--- src/rtl/rv_pkg.sv ---
// Shared RV32I encoder definitions: opcode-class constants, NOP word and format enumeration.
package rv_pkg;

  localparam logic [4:0] CLS_LOAD   = 5'b00000;
  localparam logic [4:0] CLS_STORE  = 5'b01000;
  localparam logic [4:0] CLS_BRANCH = 5'b11000;
  localparam logic [4:0] CLS_JALR   = 5'b11001;
  localparam logic [4:0] CLS_JAL    = 5'b11011;
  localparam logic [4:0] CLS_LUI    = 5'b01101;
  localparam logic [4:0] CLS_AUIPC  = 5'b00101;
  localparam logic [4:0] CLS_OP_IMM = 5'b00100;
  localparam logic [4:0] CLS_OP     = 5'b01100;
  localparam logic [4:0] CLS_SYSTEM = 5'b11100;

  localparam logic [31:0] NOP_IR    = 32'h0000_0013;
  localparam int unsigned PAYLOAD_W = 33;

  typedef enum logic [2:0] {
    FMT_R    = 3'd0,
    FMT_I    = 3'd1,
    FMT_S    = 3'd2,
    FMT_B    = 3'd3,
    FMT_U    = 3'd4,
    FMT_J    = 3'd5,
    FMT_NONE = 3'd6
  } fmt_e;

  function automatic fmt_e class_fmt(input logic [4:0] cls);
    fmt_e f;
    case (cls)
      CLS_OP:                                     f = FMT_R;
      CLS_LOAD, CLS_JALR, CLS_OP_IMM, CLS_SYSTEM: f = FMT_I;
      CLS_STORE:                                  f = FMT_S;
      CLS_BRANCH:                                 f = FMT_B;
      CLS_LUI, CLS_AUIPC:                         f = FMT_U;
      CLS_JAL:                                    f = FMT_J;
      default:                                    f = FMT_NONE;
    endcase
    return f;
  endfunction

endpackage

--- src/rtl/insn_encoder_if.sv ---
// Request/result bundle between an instruction producer (master) and the encoder (slave).
interface insn_encoder_if;
  logic        in_valid;
  logic        in_ready;
  logic [4:0]  in_class;
  logic [2:0]  in_funct3;
  logic [6:0]  in_funct7;
  logic [4:0]  in_rd;
  logic [4:0]  in_rs1;
  logic [4:0]  in_rs2;
  logic [31:0] in_imm;
  logic        out_valid;
  logic        out_ready;
  logic [31:0] out_ir;
  logic        out_err;
  logic [15:0] enc_count;

  modport master (
    output in_valid, in_class, in_funct3, in_funct7, in_rd, in_rs1, in_rs2, in_imm, out_ready,
    input  in_ready, out_valid, out_ir, out_err, enc_count
  );

  modport slave (
    input  in_valid, in_class, in_funct3, in_funct7, in_rd, in_rs1, in_rs2, in_imm, out_ready,
    output in_ready, out_valid, out_ir, out_err, enc_count
  );
endinterface

--- src/rtl/insn_enc_skid.sv ---
// Two-entry in-order result buffer; ready/valid are registered so out_ready never reaches in_ready.
module insn_enc_skid #(
  parameter int unsigned W = 33
) (
  input  logic         clk,
  input  logic         rst,
  input  logic         i_push_valid,
  output logic         o_push_ready,
  input  logic [W-1:0] i_push_data,
  output logic         o_pop_valid,
  input  logic         i_pop_ready,
  output logic [W-1:0] o_pop_data
);

  typedef enum logic [1:0] {
    EMPTY = 2'd0,
    ONE   = 2'd1,
    FULL  = 2'd2
  } state_e;

  state_e       r_state;
  logic         r_in_ready;
  logic         r_out_valid;
  logic [W-1:0] r_head;
  logic [W-1:0] r_tail;
  logic         w_push;
  logic         w_pop;

  assign w_push = i_push_valid & r_in_ready;
  assign w_pop  = r_out_valid & i_pop_ready;

  // Occupancy FSM; r_head is always the oldest entry, r_tail only holds data in FULL.
  always_ff @(posedge clk) begin
    if (rst) begin
      r_state     <= EMPTY;
      r_in_ready  <= 1'b1;
      r_out_valid <= 1'b0;
      r_head      <= {W{1'b0}};
      r_tail      <= {W{1'b0}};
    end else begin
      case (r_state)
        EMPTY: begin
          if (w_push) begin
            r_head      <= i_push_data;
            r_state     <= ONE;
            r_out_valid <= 1'b1;
          end
        end
        ONE: begin
          if (w_push && w_pop) begin
            r_head <= i_push_data;
          end else if (w_push) begin
            r_tail     <= i_push_data;
            r_state    <= FULL;
            r_in_ready <= 1'b0;
          end else if (w_pop) begin
            r_state     <= EMPTY;
            r_out_valid <= 1'b0;
          end
        end
        FULL: begin
          if (w_pop) begin
            r_head     <= r_tail;
            r_state    <= ONE;
            r_in_ready <= 1'b1;
          end
        end
        default: begin
          r_state     <= EMPTY;
          r_in_ready  <= 1'b1;
          r_out_valid <= 1'b0;
        end
      endcase
    end
  end

  assign o_push_ready = r_in_ready;
  assign o_pop_valid  = r_out_valid;
  assign o_pop_data   = r_head;

endmodule

--- src/rtl/insn_encoder.sv ---
// RV32I instruction encoder with one-cycle latency into a two-entry result buffer.
// Define RV_ENC_RANGE_CHECK_EN to flag immediates that do not fit their format.
module insn_encoder
  import rv_pkg::*;
(
  input logic           clk,
  input logic           rst,
  insn_encoder_if.slave bus
);

  fmt_e                 w_fmt;
  logic [6:0]           w_opc;
  logic                 w_shift;
  logic [31:0]          w_ir;
  logic                 w_fmt_err;
  logic                 w_err;
  logic [31:0]          w_imm;
  logic [PAYLOAD_W-1:0] w_head;
  logic                 w_out_valid;
  logic                 w_in_ready;
  logic [15:0]          r_enc_count;

  assign w_imm   = bus.in_imm;
  assign w_opc   = {bus.in_class, 2'b11};
  assign w_fmt   = class_fmt(bus.in_class);
  // SLLI/SRLI/SRAI are funct3 001/101: funct7 replaces imm[11:5]
  assign w_shift = (bus.in_class == CLS_OP_IMM) && (bus.in_funct3[1:0] == 2'b01);

  // Field placement per format; unused fields stay zero.
  always_comb begin
    w_ir      = 32'h0000_0000;
    w_fmt_err = 1'b0;
    case (w_fmt)
      FMT_R: w_ir = {bus.in_funct7, bus.in_rs2, bus.in_rs1, bus.in_funct3, bus.in_rd, w_opc};
      FMT_I: begin
        if (w_shift) begin
          w_ir = {bus.in_funct7, w_imm[4:0], bus.in_rs1, bus.in_funct3, bus.in_rd, w_opc};
        end else begin
          w_ir = {w_imm[11:0], bus.in_rs1, bus.in_funct3, bus.in_rd, w_opc};
        end
      end
      FMT_S: w_ir = {w_imm[11:5], bus.in_rs2, bus.in_rs1, bus.in_funct3, w_imm[4:0], w_opc};
      FMT_B: w_ir = {w_imm[12], w_imm[10:5], bus.in_rs2, bus.in_rs1, bus.in_funct3,
                     w_imm[4:1], w_imm[11], w_opc};
      FMT_U: w_ir = {w_imm[31:12], bus.in_rd, w_opc};
      FMT_J: w_ir = {w_imm[20], w_imm[10:1], w_imm[11], w_imm[19:12], bus.in_rd, w_opc};
      default: begin
        w_ir      = NOP_IR;
        w_fmt_err = 1'b1;
      end
    endcase
  end

`ifdef RV_ENC_RANGE_CHECK_EN
  logic w_range_err;

  // Immediate must be the sign extension of the bits the format keeps.
  always_comb begin
    w_range_err = 1'b0;
    case (w_fmt)
      FMT_I: begin
        if (w_shift) begin
          w_range_err = |w_imm[31:5];
        end else begin
          w_range_err = (w_imm[31:11] != {21{w_imm[11]}});
        end
      end
      FMT_S:   w_range_err = (w_imm[31:11] != {21{w_imm[11]}});
      FMT_B:   w_range_err = (w_imm[31:12] != {20{w_imm[12]}}) | w_imm[0];
      FMT_J:   w_range_err = (w_imm[31:20] != {12{w_imm[20]}}) | w_imm[0];
      FMT_U:   w_range_err = |w_imm[11:0];
      default: w_range_err = 1'b0;
    endcase
  end

  assign w_err = w_fmt_err | w_range_err;
`else
  assign w_err = w_fmt_err;
`endif

  insn_enc_skid #(.W(PAYLOAD_W)) u_skid (
    .clk          (clk),
    .rst          (rst),
    .i_push_valid (bus.in_valid),
    .o_push_ready (w_in_ready),
    .i_push_data  ({w_err, w_ir}),
    .o_pop_valid  (w_out_valid),
    .i_pop_ready  (bus.out_ready),
    .o_pop_data   (w_head)
  );

  // Completed output handshakes, free-running with natural wrap.
  always_ff @(posedge clk) begin
    if (rst) begin
      r_enc_count <= 16'h0000;
    end else if (w_out_valid && bus.out_ready) begin
      r_enc_count <= r_enc_count + 16'h0001;
    end else begin
      r_enc_count <= r_enc_count;
    end
  end

  assign bus.in_ready  = w_in_ready;
  assign bus.out_valid = w_out_valid;
  assign bus.out_err   = w_head[32];
  assign bus.out_ir    = w_head[31:0];
  assign bus.enc_count = r_enc_count;

endmodule

--- src/flat_wrapper.sv ---
// flat-port wrapper written by rule: the top's interface ports become plain ports
module insn_encoder_flat import rv_pkg::*;
  (clk, rst, bus_in_valid, bus_in_class, bus_in_funct3, bus_in_funct7, bus_in_rd, bus_in_rs1, bus_in_rs2, bus_in_imm, bus_out_ready, bus_in_ready, bus_out_valid, bus_out_ir, bus_out_err, bus_enc_count);
  insn_encoder_if bus_i ();
  input logic clk;
  input logic rst;
  input wire logic [$bits(bus_i.in_valid)-1:0] bus_in_valid;
  input wire logic [$bits(bus_i.in_class)-1:0] bus_in_class;
  input wire logic [$bits(bus_i.in_funct3)-1:0] bus_in_funct3;
  input wire logic [$bits(bus_i.in_funct7)-1:0] bus_in_funct7;
  input wire logic [$bits(bus_i.in_rd)-1:0] bus_in_rd;
  input wire logic [$bits(bus_i.in_rs1)-1:0] bus_in_rs1;
  input wire logic [$bits(bus_i.in_rs2)-1:0] bus_in_rs2;
  input wire logic [$bits(bus_i.in_imm)-1:0] bus_in_imm;
  input wire logic [$bits(bus_i.out_ready)-1:0] bus_out_ready;
  output wire logic [$bits(bus_i.in_ready)-1:0] bus_in_ready;
  output wire logic [$bits(bus_i.out_valid)-1:0] bus_out_valid;
  output wire logic [$bits(bus_i.out_ir)-1:0] bus_out_ir;
  output wire logic [$bits(bus_i.out_err)-1:0] bus_out_err;
  output wire logic [$bits(bus_i.enc_count)-1:0] bus_enc_count;
  assign bus_i.in_valid = bus_in_valid;
  assign bus_i.in_class = bus_in_class;
  assign bus_i.in_funct3 = bus_in_funct3;
  assign bus_i.in_funct7 = bus_in_funct7;
  assign bus_i.in_rd = bus_in_rd;
  assign bus_i.in_rs1 = bus_in_rs1;
  assign bus_i.in_rs2 = bus_in_rs2;
  assign bus_i.in_imm = bus_in_imm;
  assign bus_i.out_ready = bus_out_ready;
  assign bus_in_ready = bus_i.in_ready;
  assign bus_out_valid = bus_i.out_valid;
  assign bus_out_ir = bus_i.out_ir;
  assign bus_out_err = bus_i.out_err;
  assign bus_enc_count = bus_i.enc_count;
  insn_encoder u_core (.clk(clk), .rst(rst), .bus(bus_i));
endmodule
--- config.mk ---
export PLATFORM = sky130hd
export DESIGN_NAME = insn_encoder_flat
export DESIGN_NICKNAME = d
export VERILOG_FILES = /design/src/rtl/rv_pkg.sv /design/src/rtl/insn_encoder_if.sv /design/src/rtl/insn_enc_skid.sv /design/src/rtl/insn_encoder.sv /design/src/flat_wrapper.sv
export SDC_FILE = /design/constraint.sdc
export NUM_CORES = 1
export LEC_CHECK = 0
export BUFFER_PORTS_ARGS = -buffer_cell sky130_fd_sc_hd__buf_2
export CAP_MARGIN = 20
export CORE_MARGIN = 8
export CORE_UTILIZATION = 40
export DETAILED_ROUTE_END_ITERATION = 8
export PLACE_DENSITY = 0.65
export SLEW_MARGIN = 20
export SYNTH_ARGS = -nofsm -noshare
export SYNTH_HDL_FRONTEND = slang
export SYNTH_HIERARCHICAL = 1
export SYNTH_SLANG_ARGS = --single-unit
--- constraint.sdc ---
create_clock -name clk -period 2 [get_ports clk]
set_input_delay 0.1 -clock clk [delete_from_list [all_inputs] [get_ports clk]]
set_output_delay 0.1 -clock clk [all_outputs]
set_load 0.01 [all_outputs]
; After elaboration in Yosys (flattened, before gate mapping)
; Memory sizes are Yosys's and may differ from the RTL's.
; Index checks and enable logic that the tools add are counted.
; W data, S select, Z words.
[classes]
add_sub_neg = 1
eq_ne = 17
muxes = 22
bitwise = 5
n_reduce_logical = 12
[ops]
columns = op, count
row1 = $pmux W32 S6, 1
row2 = $mux W33, 3
row3 = $pmux W33 S3, 1
row4 = $mux W32, 1
row5 = $add A16 B1 Y16 const B, 1
row6 = $ne A2 B2 Y1 const B, 7
row7 = $reduce_and A4 Y1, 3
row8 = $mux W2, 5
row9 = $mux W1, 8
row10 = $eq A3 B2 Y1 const B, 2
row11 = $eq A3 B3 Y1 const B, 2
row12 = $pmux W1 S3, 2
row13 = $pmux W2 S3, 1
row14 = $reduce_or A6 Y1, 1
row15 = $eq A5 B3 Y1 const B, 1
row16 = $reduce_and A5 Y1, 1
row17 = $eq A2 B1 Y1 const B, 2
row18 = $eq A3 B1 Y1 const B, 1
row19 = $logic_and A1 B1 Y1, 3
row20 = $logic_not A3 Y1, 1
row21 = $ne A3 B3 Y1 const B, 1
row22 = $not A1 Y1, 3
row23 = $reduce_and A3 Y1, 1
row24 = $reduce_bool A3 Y1, 1
row25 = other kinds (3), 4
[word_totals]
register_bits = 86
romBits = 96
in_bits = 66
out_inout_bits = 51
elab_cells = 64
mem_count = 1
[mem_list]
columns = memory, words, word_bits, read_ports, rd_clocked_by_memory_dff, write_ports, line
row1 = (no name shown), 32, 3, 1, 0, 0, rv_pkg.sv:30  ; case (cls)

; Depth between registers and ports, before layout
; Gate-level depths: netlist of run 1.
[depth]
word_depth = 6
mapped_depth = 8
depth_no_buf = 6

; Cells and area by module
; Netlist of run 1, hierarchy kept.
[modules_own_cells]
columns = mod, instances, cells_per_inst, area_each_um2, seq_area_each_um2
row1 = insn_enc_skid, 1, 322, 3026.7, 1401.3
row2 = insn_encoder, 1, 191, 1390.1, 320.3

; Worst setup path before layout of run 1
; No wires, ideal clock.
[synth_path]
path_type = register to register
start = register u_core.u_skid.r_out_valid (netlist: u_core/u_skid/o_pop_valid)
end = register u_core.r_enc_count[15] (netlist: u_core/bus.enc_count[15])
setup_time_ps = 123
arrival_ps = 1452
required_time_ps = 1877
slack_ps = 425
path_stages_with_launch = 5
path_buffers = 0
synth_period_minus_slack_ps = 1575
path_cell_list = dfxtp_1 nand4_2 nor4_2 nand3_1 mux2_1
[synth_between]
elab_chain_cells = 1
[synth_lines]
columns = item, line
row1 = start: declaration, insn_enc_skid.sv:23  ; logic r_out_valid;
row2 = start signal: assignment, insn_enc_skid.sv:37  ; r_out_valid <= 1'b0;
row3 = start signal: assignment, insn_enc_skid.sv:46  ; r_out_valid <= 1'b1;
row4 = start signal: assignment, insn_enc_skid.sv:58  ; r_out_valid <= 1'b0;
row5 = $logic_and A1 B1 Y1, insn_encoder.sv:96  ; end else if (w_out_valid && bus.out_ready) begin
row6 = end signal: assignment, insn_encoder.sv:97  ; r_enc_count <= r_enc_count + 16'h0001;
row7 = end signal: assignment, insn_encoder.sv:99  ; r_enc_count <= r_enc_count;
row8 = end: declaration, insn_encoder.sv:21  ; logic [15:0] r_enc_count;
; No other way between the ends.
; A chain may end at the register's enable or synchronous reset.

; Worst setup path in the final report of run 1
; Same ends and word-level chain as after synthesis.

==> reports/metrics.yaml, run 1 <==
power_mw: 4.13
clockRootBuffer: "clkbuf_8"
grt_overflow: 0
synth_edf_count: 0
cts_buffers: 9
ys_seq_area_frac: 0.390
power_density_nw_per_um2: 780
rsz0062_at_grt: "false"
wl_per_cell_um: 17.1
yosysMostFrequentCell: "nand2_1"
fmax_ghz: 0.565
drcViolationCount: 0
cts_max_path_buffers: 2
syn_area_um2: 4420
cts-resized-gates: 0
seqPwrFrac: 0.466
htreeDepth: 3
layout_min_cycle_time_ns: 1.77
dr.pass1.iters: 4
port_buffers: 116
start_kind: "flip-flop"
cts_hold_buf: 0
synth_async_sr_flop_share: 0
start_util: 0.409
r2r_start: "u_core/u_skid/o_pop_valid"
grt_pass1_wl_um: 21200
cts_sinks: 86
drt_wl_total_um: 12900
grtUsageTotal: 0.180
crit_path_start: "u_core/u_skid/o_pop_valid"
p_int_mw: 2.82
grt_pass1_vias: 4152
syn_inst: 513
setup_tns_ns: 0
synth_top_area_frac: 0.390
viasPerCell: 5.39
dp_hpwl_um: 9110
hold_viol_final: 0
relSlewSlack: 0.617
drv_cap: 0
switching_share: 0.316
reg2reg_slack_ns: 0.23
crit_fanout: 10
ir_drop_mv: 0.303
synth_top_area_cell: "dfxtp_1"
core_area_um2: 10800
critical_path.endpoint: "u_core/bus.enc_count[15]"
finalMaxSlewViolations: 0
final_nets: 680
die_x_um: 121
status: "finished, final reports clean"
yosys_warnings: 6
gp_congestion: 0.903
rr_worst_depth: 4
clock_skew_ns: 0.0101
synth.distinct_cells: 59
pwr-share-comb: 0.234
crit_type: "flip-flop to flip-flop"
endpoint_kind: "flip-flop"
grt_max_degree: 56
r2r_end: "u_core/bus.enc_count[15]"
antenna_found_initial: 0
hold_path.class: "input pin to flip-flop"
synth_flop_cell: "dfxtp_1"
rows: 38
p_leak_nw: 2.31
dp.cells: 742
worstSkewPairLatency_ns: 0.37
min_period_over_period: 0.885
post_cts_buffers: 0
tightest_slew_ns: 0.574
area_growth_pct: 19.8
fin_cells: 758
required_ns: 2.26
avgSynthCellArea_um2: 8.61
ios: 117
critical_path_arrival_ns: 2.03
cts_tree: "done"
ant_nets: 0
fin_util: 0.490
drive_above_1_share: 0.304
diodes: 0
place_area_um2: 5090
clkPwrFrac: 0.300
dieArea_um2: 14700
finalInstanceArea_um2: 5290
synth_commonest_cells: "nand2_1 (90), dfxtp_1 (86), a21oi_1 (42)"
netlist_top_cells_area: "dfxtp_1 (39%), a211oi_2 (8.5%), nand2_1 (7.6%)"
die_h_um: 121
p_sw_mw: 1.31
ys_seq_elements: 86
setup_viol: 0
first_iter_violations: 275
via_count: 4085
clk_pin_slew_ns: 0.09
[metrics by stage]
stage               worst slack [ns]  hold slack (ns)
global placement               0.169            0.441
finish                         0.230           0.0839
floorplan                      0.425            0.260
CTS                            0.210           0.0685
global route                  0.0503           0.0766
detailed placement             0.199            0.446
[registers in the layout, indices dropped and copies added (netlist names)]
signal,flops
u_core/u_skid/r_state,2
u_core/bus.enc_count,16
u_core/u_skid/o_push_ready,1
u_core/u_skid/o_pop_data,33
u_core/u_skid/o_pop_valid,1
u_core/u_skid/r_tail,33
[kinds of logic (layout without fill, tap and decap cells)]
family / Yosys count / in the layout / share of synthesized area
AOI/OAI and AO/OA: 125 / 125 / 0.227
and+or+nand+nor: 200 / 200 / 0.217
DFF: 86 / 86 / 0.390
adders and majority gates: 1 / 1 / 0.00283
other: 1 / 4 / 0.000849
xor gates and xnor gates: 12 / 12 / 0.0238
buffers and inverters: 53 / 155 / 0.0589
muxes: 35 / 35 / 0.0799
[metal layers]
layer  share of wire  up-vias  global-route usage  wire length (um)
li1                -     2019                   -                 -
met3           0.051       14              0.0461               662
met2            0.51      112               0.310              6550
met1            0.43     1940               0.214              5540
met5               0        -                   0                 0
met4           0.015        0              0.0539               193
[layout make-up]
cell class | count | area, um2
fillers | 1030 | 5500
multi-input cells | 377 | 2450
flip-flops and latches | 86 | 1720
repair buffers | 125 | 688
clock buffers | 13 | 179
well taps | 140 | 175
inverters | 14 | 52.6
clock inverters | 3 | 23.8
[worst min path at each step]
stage / cells after the start / startpoint / to / slack, ns
floorplan: 2 / bus_out_ready / u_core/bus.enc_count[1] / 0.26
global placement: 2 / u_core/u_skid/r_tail[1] / u_core/u_skid/r_tail[1] / 0.44
detailed placement: 2 / u_core/u_skid/r_tail[10] / u_core/u_skid/r_tail[10] / 0.45
CTS: 3 / bus_out_ready / u_core/bus.enc_count[1] / 0.07
global route: 3 / bus_out_ready / u_core/bus.enc_count[1] / 0.08
finish: 3 / bus_out_ready / u_core/bus.enc_count[1] / 0.08
[critical path, cell delays in order, from the launching register on]
cell and delay (ns):
dfxtp_1 0.52, nand4_2 0.26, nor4_2 0.41, nand3_1 0.15, mux2_1 0.32
[power by group through the flow]
stage,combinational (mW),sequential [mW],clock [mW]
3_3_place_gp,0.960,1.96,0
4_1_cts,0.977,1.92,1.28
2_1_floorplan,0.617,2.00,0
6_report,0.967,1.92,1.24
5_1_grt,1.06,1.94,1.36
3_5_place_dp,0.973,1.96,0
[placed cells by master (no fill, tap or decap), types with 18 or more instances in the layout]
| cell | count |
|---|---|
| a211oi_2 | 30 |
| nand2_1 | 90 |
| nor2_1 | 18 |
| a21oi_1 | 42 |
| dfxtp_1 | 86 |
| buf_2 | 115 |
| nor3_1 | 38 |
| mux2i_1 | 33 |
(Power assumes the default switching activity.)
==> run 2, diff against run 1 <==
--- a/config.mk
+++ b/config.mk
@@ -10,6 +10,7 @@
 export CORE_MARGIN = 8
 export CORE_UTILIZATION = 40
 export DETAILED_ROUTE_END_ITERATION = 8
+export HOLD_SLACK_MARGIN = 0.1
 export PLACE_DENSITY = 0.65
 export SLEW_MARGIN = 20
 export SYNTH_ARGS = -nofsm -noshare
==> reports/metrics.yaml, run 2 (synthesis results as in run 1) <==
port_buffers: 116  # unchanged
dieArea_um2: 14700  # unchanged
seqPwrFrac: 0.464  # -0.002
n_fill_cell: 1019  # -1.1%
gp_congestion: 0.903  # unchanged
antenna_found_initial: 0  # unchanged
p_leak_nw: 2.35  # +1.8%
finalMaxSlewViolations: 0  # unchanged
multi_input_area_um2: 2450  # unchanged
setup_viol: 0  # unchanged
hold_viol_final: 0  # unchanged
ant_nets: 0  # unchanged
grt_pass1_wl_um: 21500  # +1.1%
worstSkewPairLatency_ns: 0.36  # about the same
fmax_ghz: 0.566  # +0.25%
dr.pass1.iters: 5  # +1
dp.cells: 742  # unchanged
holdWs_ns: 0.119  # +0.0349 ns
endpoint_kind: "flip-flop"
tightest_slew_ns: 0.562  # -0.0123 ns
ir_drop_mv: 0.304  # about the same
cts_buffers: 9  # unchanged
hold_path.class: "input pin to flip-flop"
final_common_cell: "buf_2"
ios: 117  # unchanged
seq_area_um2: 1720  # unchanged
required_ns: 2.26  # about the same
critical_path_arrival_ns: 2.02  # about the same
cts_sinks: 86  # unchanged
pwr-share-comb: 0.237  # +0.003
start_util: 0.409  # unchanged
clock_skew_ns: 0.00893  # -0.00117 ns
diodes: 0  # unchanged
layout_min_cycle_time_ns: 1.77  # -0.00444 ns
clockRootBuffer: "clkbuf_8"
grt_pass1_vias: 4185  # +0.79%
switching_share: 0.316  # -0.000455
power_mw: 4.15  # +0.42%
start_kind: "flip-flop"
crit_type: "flip-flop to flip-flop"
post_cts_buffers: 0  # unchanged
cts-resized-gates: 0  # unchanged
grt_max_degree: 56  # unchanged
area_growth_pct: 21.8
rsz0062_at_grt: "false"
place_area_um2: 5090  # unchanged
die_h_um: 121  # unchanged
crit_fanout: 10  # unchanged
p_sw_mw: 1.31  # +0.28%
core_area_um2: 10800  # unchanged
pre_cts_slack_ns: 0.199  # unchanged
rows: 38  # unchanged
drt_wl_total_um: 13100  # +1.5%
clk_pin_slew_ns: 0.09  # about the same
dp_hpwl_um: 9110  # unchanged
status: "finished, final reports clean"
drv_cap: 0  # unchanged
clkPwrFrac: 0.299  # about the same
final_nets: 689  # +1.3%
grt_overflow: 0  # unchanged
viasPerCell: 5.41  # +0.37%
wl_per_cell_um: 17.1  # +0.31%
layout_common_cells: "buf_2 (115), nand2_1 (90), dfxtp_1 (86)"
drcViolationCount: 0  # unchanged
fin_ws_ns: 0.234  # +0.00444 ns
min_period_over_period: 0.883  # -0.00222
drive_above_1_share: 0.300  # -0.00437
finalInstanceArea_um2: 5380  # +1.7%
cts_max_path_buffers: 2  # unchanged
fin_util: 0.499  # +0.00835
cts_tree: "done"
die_x_um: 121  # unchanged
power_density_nw_per_um2: 771  # -1.3%
first_iter_violations: 291  # +5.8%
relSlewSlack: 0.625  # +0.00818
via_count: 4149  # +1.6%
fin_cells: 767  # +1.2%
setup_tns_ns: 0  # unchanged
p_int_mw: 2.84  # +0.49%
htreeDepth: 3  # unchanged
grtUsageTotal: 0.182  # +0.00216
## run 2: cell count changes in the layout (fill, tap and decap cells not counted), sizes merged
cell	previous run	this run
dlygate4sd3	0	9
## run 2: path summary, 6_finish.rpt
| path | depth (start not counted) | to | slack [ns] | startpoint |
|---|---|---|---|---|
| max | 4 | u_core/bus.enc_count[15] | 0.23 | u_core/u_skid/o_pop_valid |
| min | 5 | u_core/u_skid/r_tail[19] | 0.12 | bus_in_imm[19] |
| max reg2reg | 4 | u_core/bus.enc_count[15] | 0.23 | u_core/u_skid/o_pop_valid |
| min reg2reg | 2 | u_core/u_skid/r_tail[12] | 0.46 | u_core/u_skid/r_tail[12] |
## run 2: critical path: stages (launching register included)
cell     delay (ns)
dfxtp_1        0.52
nand4_2        0.27
nor4_2         0.40
nand3_1        0.15
mux2_1         0.32
## run 2: layer usage
metal | vias up | global-route usage | part of all wire
li1 | 2041 | - | -
met1 | 1991 | 0.216 | 0.43
met2 | 103 | 0.315 | 0.51
met3 | 14 | 0.0456 | 0.048
met4 | 0 | 0.0539 | 0.015
met5 | - | 0 | 0
## run 2: power groups by stage
stage	clock (mW)	sequential, mW	combinational, mW
2_1_floorplan	0	2.00	0.617
5_1_grt	1.36	1.94	1.08
3_5_place_dp	0	1.96	0.973
3_3_place_gp	0	1.96	0.960
6_report	1.24	1.92	0.984
4_1_cts	1.28	1.92	0.993
## run 2: timing repair
action	in CTS	in global routing
hold buffers	9	0
hold endpoints to repair	6	0
endpoints found under the setup margin	0	0
## run 2: layout make-up
class                      count  area share
timing repair buffer         134       0.145
sequential                    86       0.320
multi-input combinational    377       0.455
inverter                      14     0.00977
tap                          140      0.0326
clock inverter                 3     0.00442
clock buffer                  13      0.0332
